--- config.mk ---
export PLATFORM = sky130hd
export DESIGN_NAME = proc_param
export DESIGN_NICKNAME = d
export VERILOG_FILES = /design/src/rtl/proc_param.sv
export SDC_FILE = /design/constraint.sdc
export NUM_CORES = 1
export LEC_CHECK = 0
export ABC_AREA = 1
export CAP_MARGIN = 10
export CORE_AREA = 2 2 104 182
export CTS_BUF_LIST = sky130_fd_sc_hd__clkbuf_4
export CTS_CLUSTER_DIAMETER = 80
export CTS_CLUSTER_SIZE = 10
export DETAILED_ROUTE_END_ITERATION = 16
export DIE_AREA = 0 0 106 184
export GPL_TIMING_DRIVEN = 0
export PLACE_DENSITY = 0.78
export SETUP_SLACK_MARGIN = 0.5
export SYNTH_ARGS = -nofsm -noshare
export SYNTH_HDL_FRONTEND = slang
export SYNTH_SLANG_ARGS = --single-unit
--- constraint.sdc ---
create_clock -name Clock -period 10.9 [get_ports Clock]
set_input_delay 1.635 -clock Clock [delete_from_list [all_inputs] [get_ports Clock]]
set_output_delay 1.635 -clock Clock [all_outputs]
set_load 0.005 [all_outputs]
--- src/rtl/proc_param.sv ---
// W-bit multicycle lab processor: eight registers, accumulator A, result G, one-hot bus,
// 9-bit instructions from DIN under a Run/Done handshake, with N/Z/C status flags.
module proc_param #(
    parameter int W = 16
) (
    input  logic         Clock,
    input  logic         Reset,
    input  logic [W-1:0] DIN,
    input  logic         Run,
    output logic         Done,
    output logic [W-1:0] BusWires,
    output logic [2:0]   Flags
);

    localparam logic [2:0] OP_MV   = 3'b000;
    localparam logic [2:0] OP_MVI  = 3'b001;
    localparam logic [2:0] OP_ADD  = 3'b010;
    localparam logic [2:0] OP_SUB  = 3'b011;
    localparam logic [2:0] OP_AND  = 3'b100;
    localparam logic [2:0] OP_MVNZ = 3'b101;

    // Bus source select bits: [7:0] registers, [8] G, [9] DIN
    localparam int SEL_G   = 8;
    localparam int SEL_DIN = 9;

    typedef enum logic [1:0] {
        T0 = 2'd0,
        T1 = 2'd1,
        T2 = 2'd2,
        T3 = 2'd3
    } step_t;

    step_t        step;
    step_t        step_nxt;
    logic [W-1:0] r [8];
    logic [W-1:0] a;
    logic [W-1:0] g;
    logic [8:0]   ir;
    logic [2:0]   flags;

    logic [2:0]   opcode;
    logic [7:0]   x_oh;
    logic [7:0]   y_oh;
    logic [7:0]   rin;
    logic         ain;
    logic         gin;
    logic [9:0]   sel;
    logic         done;
    logic [W-1:0] bus;
    logic [W+2:0] alu_out;

    // Result is {N, Z, C, value}; sub uses A + ~B + 1 so C means "no borrow"
    function automatic logic [W+2:0] alu(input logic [2:0] op,
                                         input logic [W-1:0] lhs,
                                         input logic [W-1:0] rhs);
        logic [W:0]   sum;
        logic [W-1:0] res;
        logic         carry;
        sum   = '0;
        res   = '0;
        carry = 1'b0;
        case (op)
            OP_ADD: begin
                sum   = {1'b0, lhs} + {1'b0, rhs};
                res   = sum[W-1:0];
                carry = sum[W];
            end
            OP_SUB: begin
                sum   = {1'b0, lhs} + {1'b0, ~rhs} + {{W{1'b0}}, 1'b1};
                res   = sum[W-1:0];
                carry = sum[W];
            end
            default: begin
                res   = lhs & rhs;
                carry = 1'b0;
            end
        endcase
        return {res[W-1], (res == '0), carry, res};
    endfunction

    assign opcode = ir[8:6];
    assign x_oh   = 8'b0000_0001 << ir[5:3];
    assign y_oh   = 8'b0000_0001 << ir[2:0];

    always_comb begin
        step_nxt = step;
        rin      = 8'b0;
        ain      = 1'b0;
        gin      = 1'b0;
        sel      = 10'b0;
        done     = 1'b0;
        case (step)
            T0: begin
                step_nxt = Run ? T1 : T0;
            end
            T1: begin
                case (opcode)
                    OP_MV: begin
                        sel[7:0] = y_oh;
                        rin      = x_oh;
                        done     = 1'b1;
                    end
                    OP_MVI: begin
                        sel[SEL_DIN] = 1'b1;
                        rin          = x_oh;
                        done         = 1'b1;
                    end
                    OP_ADD, OP_SUB, OP_AND: begin
                        sel[7:0] = x_oh;
                        ain      = 1'b1;
                    end
                    OP_MVNZ: begin
                        sel[7:0] = y_oh;
                        rin      = flags[1] ? 8'b0 : x_oh;
                        done     = 1'b1;
                    end
                    default: begin
                        done = 1'b1;
                    end
                endcase
                step_nxt = done ? T0 : T2;
            end
            T2: begin
                sel[7:0] = y_oh;
                gin      = 1'b1;
                step_nxt = T3;
            end
            T3: begin
                sel[SEL_G] = 1'b1;
                rin        = x_oh;
                done       = 1'b1;
                step_nxt   = T0;
            end
            default: begin
                step_nxt = T0;
            end
        endcase
    end

    // One-hot AND-OR bus; no source selected yields zero
    always_comb begin
        bus = '0;
        for (int i = 0; i < 8; i++) begin
            if (sel[i]) begin
                bus = bus | r[i];
            end
        end
        if (sel[SEL_G]) begin
            bus = bus | g;
        end
        if (sel[SEL_DIN]) begin
            bus = bus | DIN;
        end
    end

    assign alu_out = alu(opcode, a, bus);

    always_ff @(posedge Clock) begin
        if (Reset) begin
            step  <= T0;
            ir    <= '0;
            a     <= '0;
            g     <= '0;
            flags <= 3'b000;
            for (int i = 0; i < 8; i++) begin
                r[i] <= '0;
            end
        end else begin
            step <= step_nxt;
            if (step == T0 && Run) begin
                ir <= DIN[8:0];
            end
            for (int i = 0; i < 8; i++) begin
                if (rin[i]) begin
                    r[i] <= bus;
                end
            end
            if (ain) begin
                a <= bus;
            end
            if (gin) begin
                g     <= alu_out[W-1:0];
                flags <= alu_out[W+2:W];
            end
        end
    end

    assign Done     = done;
    assign BusWires = bus;
    assign Flags    = flags;

endmodule

; ---- Yosys cells after proc, flatten, opt, wreduce, memory -nomap -nowiden
; Memories as Yosys holds them, arrays and structs flattened.
; Cells that the tools add are included.
[classes]
bitwise = 19
n_reduce_logical = 7
n_eq_ne = 8
add_sub_neg = 3
muxes = 63
shifts = 2
[ops]
columns = cell, count
row1 = $mux W16, 18
row2 = $or A16 B16 Y16, 9
row3 = $pmux W8 S2, 4
row4 = $mux W1, 35
row5 = $add A16 B16 Y17, 2
row6 = $pmux W16 S2, 1
row7 = $add A17 B1 Y17 const B, 1
row8 = $and A16 B16 Y16, 1
row9 = $logic_not A16 Y1, 1
row10 = $not A16 Y16, 1
row11 = $shl A1 B3 Y8 const A, 2
row12 = $mux W8, 1
row13 = $or A1 B1 Y1, 8
row14 = $pmux W2 S4, 1
row15 = $eq A3 B2 Y1 const B, 2
row16 = $eq A3 B3 Y1 const B, 2
row17 = $eq A2 B2 Y1 const B, 2
row18 = $pmux W1 S2, 2
row19 = $reduce_or A2 Y1, 2
row20 = $eq A3 B1 Y1 const B, 1
row21 = $logic_not A3 Y1, 1
row22 = $reduce_or A3 Y1, 1
row23 = $eq A2 B1 Y1 const B, 1
row24 = $logic_not A2 Y1, 1
row25 = other kinds (2), 2
[word_totals]
ramBits = 128
memories = 1
out_inout_bits = 20
wordCells = 108
reg_bits = 46
input_bits = 19
[memory_table]
columns = memory, words, width, read_ports, rd_ports_with_merged_regs, write_ports, line
row1 = r, 8, 16, 8, 0, 8, 35  ; logic [W-1:0] r [8];

; ---- Longest topological paths before layout
[logic_depth]
depth_word = 28
ltp_mapped = 34
ltp_nobuf = 32

; ---- Least setup slack after synthesis
; No wires, ideal clock.
[synth_path]
kind = input to register
startpoint = input DIN[0]
endpoint = register flags[1] (netlist: Flags[1])
arrival_time_ns = 3.827
path_buffers = 0
setup_time_ns = 0.071
required_time_ns = 10.829
path_slack_ns = 7.002
stages = 18
path_cell_list = a22o_1 > nand3b_1 > nor2_1 > nand2_2 > ha_1 > inv_1 > fa_1 > inv_1 > nor2_1 > nor3_1 > nand4_1 > nor2_1 > nand2_1 > nor2_1 > nand2_1 > nor2_1 > nand2_1 > a21oi_1
[synth_between]
elab_chain_len = 7
word_cells_on_any_way = 9
cone_classes = add/sub: 3 / mux: 2 / bitwise: 3 / reduce/logical: 1
[synth_lines]
columns = item, line
row1 = start: declaration, 8  ; input logic [W-1:0] DIN,
row2 = $or A16 B16 Y16 *, 152  ; bus = bus | DIN;
row3 = $mux W16 *, 151  ; if (sel[SEL_DIN]) begin
row4 = net BusWires[0], 11  ; output logic [W-1:0] BusWires,
row5 = $not A16 Y16, 69  ; sum = {1'b0, lhs} + {1'b0, ~rhs} + {{W{1'b0}}, 1'b1};
row6 = $add A16 B16 Y17, 69
row7 = $add A17 B1 Y17, 69
row8 = $pmux W16 S2 *, 62  ; case (op)
row9 = $logic_not A16 Y1 *, 78  ; return {res[W-1], (res == '0), carry, res};
row10 = end signal: assignment, 183  ; flags <= alu_out[W+2:W];
row11 = end: declaration, 39  ; logic [2:0] flags;
; The timed path passes the listed nets; every way through them passes the cells marked *.
; A chain may end at the register's enable or synchronous reset.

; ---- Final worst setup path
[layout_path]
startpoint = register step[0]
endpoint = output BusWires[0]
[layout_between]
elab_chain_len = 21
word_cells_on_any_way = 25
cone_classes = eq/ne: 3 / mux: 13 / bitwise: 9
[layout_lines]
columns = item, line
row1 = start: declaration, 33  ; step_t step;
row2 = start signal: assignment, 169  ; step <= step_nxt;
row3 = $eq A2 B2 Y1 or $eq A2 B1 Y1 (tied branches), 92  ; case (step)
row4 = $pmux W8 S2, 92
row5 = $mux W16, 144  ; if (sel[i]) begin
row6 = $or A16 B16 Y16, 145  ; bus = bus | r[i];
row7 = $mux W16, 144
row8 = $or A16 B16 Y16, 145
row9 = $mux W16, 144
row10 = $or A16 B16 Y16, 145
row11 = (+5 left out), n/a
row12 = $or A16 B16 Y16, 145
row13 = $mux W16, 144
row14 = $or A16 B16 Y16, 145
row15 = $mux W16, 144
row16 = $or A16 B16 Y16, 149  ; bus = bus | g;
row17 = $mux W16, 148  ; if (sel[SEL_G]) begin
row18 = $or A16 B16 Y16, 152
row19 = $mux W16 *, 151
row20 = end: declaration, 11
; Mark *: on every way between the ends. The rest lies on a longest branch, timed or not.

==> impl_metrics.toml <==
[setup_path]
critPathLaunch = "step[0]"
critPathCaptureType = "output pin"
regToRegSetupSlack_ns = 5.69
cp-start-kind = "flop"
critPathKind = "flop to output pin"
r2r_start = "step[0]"
worstPathRequired_ns = 9.27
r2r_end = "Flags[1]"
critPathArrivalTime_ns = 3.91
cp_max_fo = 10
ff2ff_path_depth = 25

[die]
core_um2 = 17970
rows = 65
ios = 39
start_util_pct = 59.45
dieHeight_um = 184
die_w_um = 106
dieArea_um2 = 19500

[route]
ant_nets = 0
drt_iter0_drc = 717
vias = 9275
viasPerCell = 5.367
routed_wl_um = 30920
drtPass1Iterations = 6
drc = 0
wl_per_cell_um = 17.89

[power]
p_per_area_nw_per_um2 = 123.7
p_leak_nw = 6.060
peakVddDrop_mv = 0.07480

[synth]
ys_seq_area_share_pct = 44.40
syn_nets = 1482
ys.flop_type = "edfxtp_1"
syn_area_um2 = 10690
synth_warnings = 0
synth_edf_count = 128
syn_avg_cell_area_um2 = 7.509
ys_async_sr_fraction_pct = 0
yosysUniqueCellTypes = 43
ys_seq_elements = 173
syn-instance-count = 1423

[grt]
grt_pass1_vias = 9134
grt_pass1_wl_um = 47730
grt_usage_pct = 32.85
overflow = 0
antenna_found_initial = 1
grt_max_degree = 17

[place]
dpl_cell_area_um2 = 11370
routabilityCongestion = 0.9382
post-dp-hpwl_um = 24590
port_buffers = 38

[sta]
hold_violations = 0
clock.fmax_mhz = 180.3
fin_crit_ns = 5.545
tightest_slew_ns = 0.9036
relSlewSlack_pct = 39.76
setup_tns_ns = 0
timing.final.crit_share_pct = 50.87
rsz0062_at_grt = "false"
final_max_slew_viol_count = 0
finalSetupViolCount = 0
clock_skew_ns = 0.02262

[clock_tree]
cts_hold_buf = 0
cts_buffers = 17
clockRootBuffer = "clkbuf_4"
clk_latency_ns = 0.61
cts_htree_levels = 4
post_cts_buffers = 0
cts.sinks = 173
cts_buffer_depth = 2
cts_resized = 0
cts_tree = "built"
path_clk_slew_ns = 0.14

[worst_hold_path]
hold_end = "Flags[1]"
min_path_type = "flop to flop"
hold_depth = 2
min_from = "Flags[1]"

[finish]
syn_to_final_growth_pct = 8.900
drive_gt1_share_pct = 9.176
final_cell_mix = "419 x nand2_1, 250 x inv_1, 137 x nand3_1"
multi_input_area_um2 = 4676
nets = 1539
seq_area_um2 = 4745
final_area_um2 = 11640
num-fill-cells = 1644
layout_commonest_cell = "nand2_1"

[status]
status = "completed"

[run]
cap_violations = 0
[power by group]
part | internal [mW] | leakage, nW | switching, mW
sequential | 0.740 | 1.69 | 0.0166
combinational | 0.0912 | 4.21 | 0.224
clock | 0.136 | 0.156 | 0.232
total | 0.967 | 6.06 | 0.472
[state kept, by name (all words and copies together), names as in the netlist, named ones only]
name   cells
a         16
step       1
r        128
g         16
ir         9
Flags      2
[routing by layer]
metal  global-route usage, %  vias to the layer above  part of all wire, %
met4                   19.84                        0                  6.2
met5                       0                        -                    0
met3                   3.687                      118                  4.1
met2                   65.34                      330                   56
met1                   31.36                     4218                   34
li1                        -                     4609                    -
[logic make-up after synthesis]
| logic type | count (synthesis) | synth area share, % |
|---|---|---|
| flops | 173 | 44.40 |
| buf+inv | 320 | 11.91 |
| fa+ha+maj | 40 | 4.824 |
| compound gates | 136 | 7.869 |
| simple gates | 754 | 31.00 |
[layout make-up]
| cell class | instances | share of cell area, % |
|---|---|---|
| sequential | 173 | 40.77 |
| multi-input combinational | 930 | 40.18 |
| inverter | 267 | 8.656 |
| timing repair buffer | 38 | 3.269 |
| tap | 234 | 2.516 |
| buffer | 53 | 2.280 |
| clock inverter | 15 | 1.204 |
| clock buffer | 17 | 1.097 |
| antenna | 1 | 0.02151 |
[stage by stage]
step                      utilization, %  power (mW)  hold WS (ns)  cells  setup slack, ns
after detailed placement           63.24       1.081        0.4773   1695            5.722
final                              64.74       1.440        0.5132   1728            5.355
after global placement             63.20       1.075        0.4646   1695            5.717
after CTS                          64.73       1.432        0.5087   1727            5.421
after floorplan                        -      0.9707        0.4491   1423            7.002
after global routing               64.74       1.494        0.5344   1728            5.202
[cells in the mapped netlist (2+ instances only)]
cell	instances	area share, %
ha_1	38	4.4
o21ai_0	41	1.9
nor2_2	8	0.47
nand3_4	10	1.6
fa_1	2	0.37
nand2_2	10	0.59
nand4_1	11	0.64
nand3b_1	3	0.21
inv_1	250	8.8
buf_6	4	0.42
edfxtp_1	128	36
inv_2	14	0.49
o22ai_1	3	0.18
nor2_1	129	4.5
nor3_1	10	0.47
nand2_1	419	15
buf_4	5	0.35
nand3_2	4	0.37
dfxtp_1	45	8.4
o211ai_1	9	0.63
nand2_4	3	0.32
o21ai_2	3	0.25
a21oi_1	51	2.4
clkbuf_1	23	0.81
buf_1	7	0.25
a21oi_2	20	1.6
and2_1	5	0.29
buf_2	13	0.61
or2_2	3	0.18
inv_4	2	0.12
nand3_1	137	6.4
o21bai_1	2	0.14
[worst max-delay path by stage]
stage / endpoint / slack, ns / cells after the start
after floorplan: Flags[1] / 7.00 / 18
after global placement: Flags[1] / 5.72 / 21
after detailed placement: Flags[1] / 5.72 / 19
after CTS: BusWires[0] / 5.42 / 10
after global routing: BusWires[0] / 5.20 / 10
final: BusWires[0] / 5.36 / 10
[worst max-delay path, cell delays in order, from the launching register on]
cell             delay, ns
dfxtp_1               0.45
inv_1                 0.12
ha_1                  0.29
buf_2                 0.23
buf_1                 0.54
buf_1                 0.54
nand3_1               0.13
nand2_1               0.11
a21oi_1               0.06
nand2_2               0.26
clkdlybuf4s50_1       0.57
(Power assumes the default switching activity.)
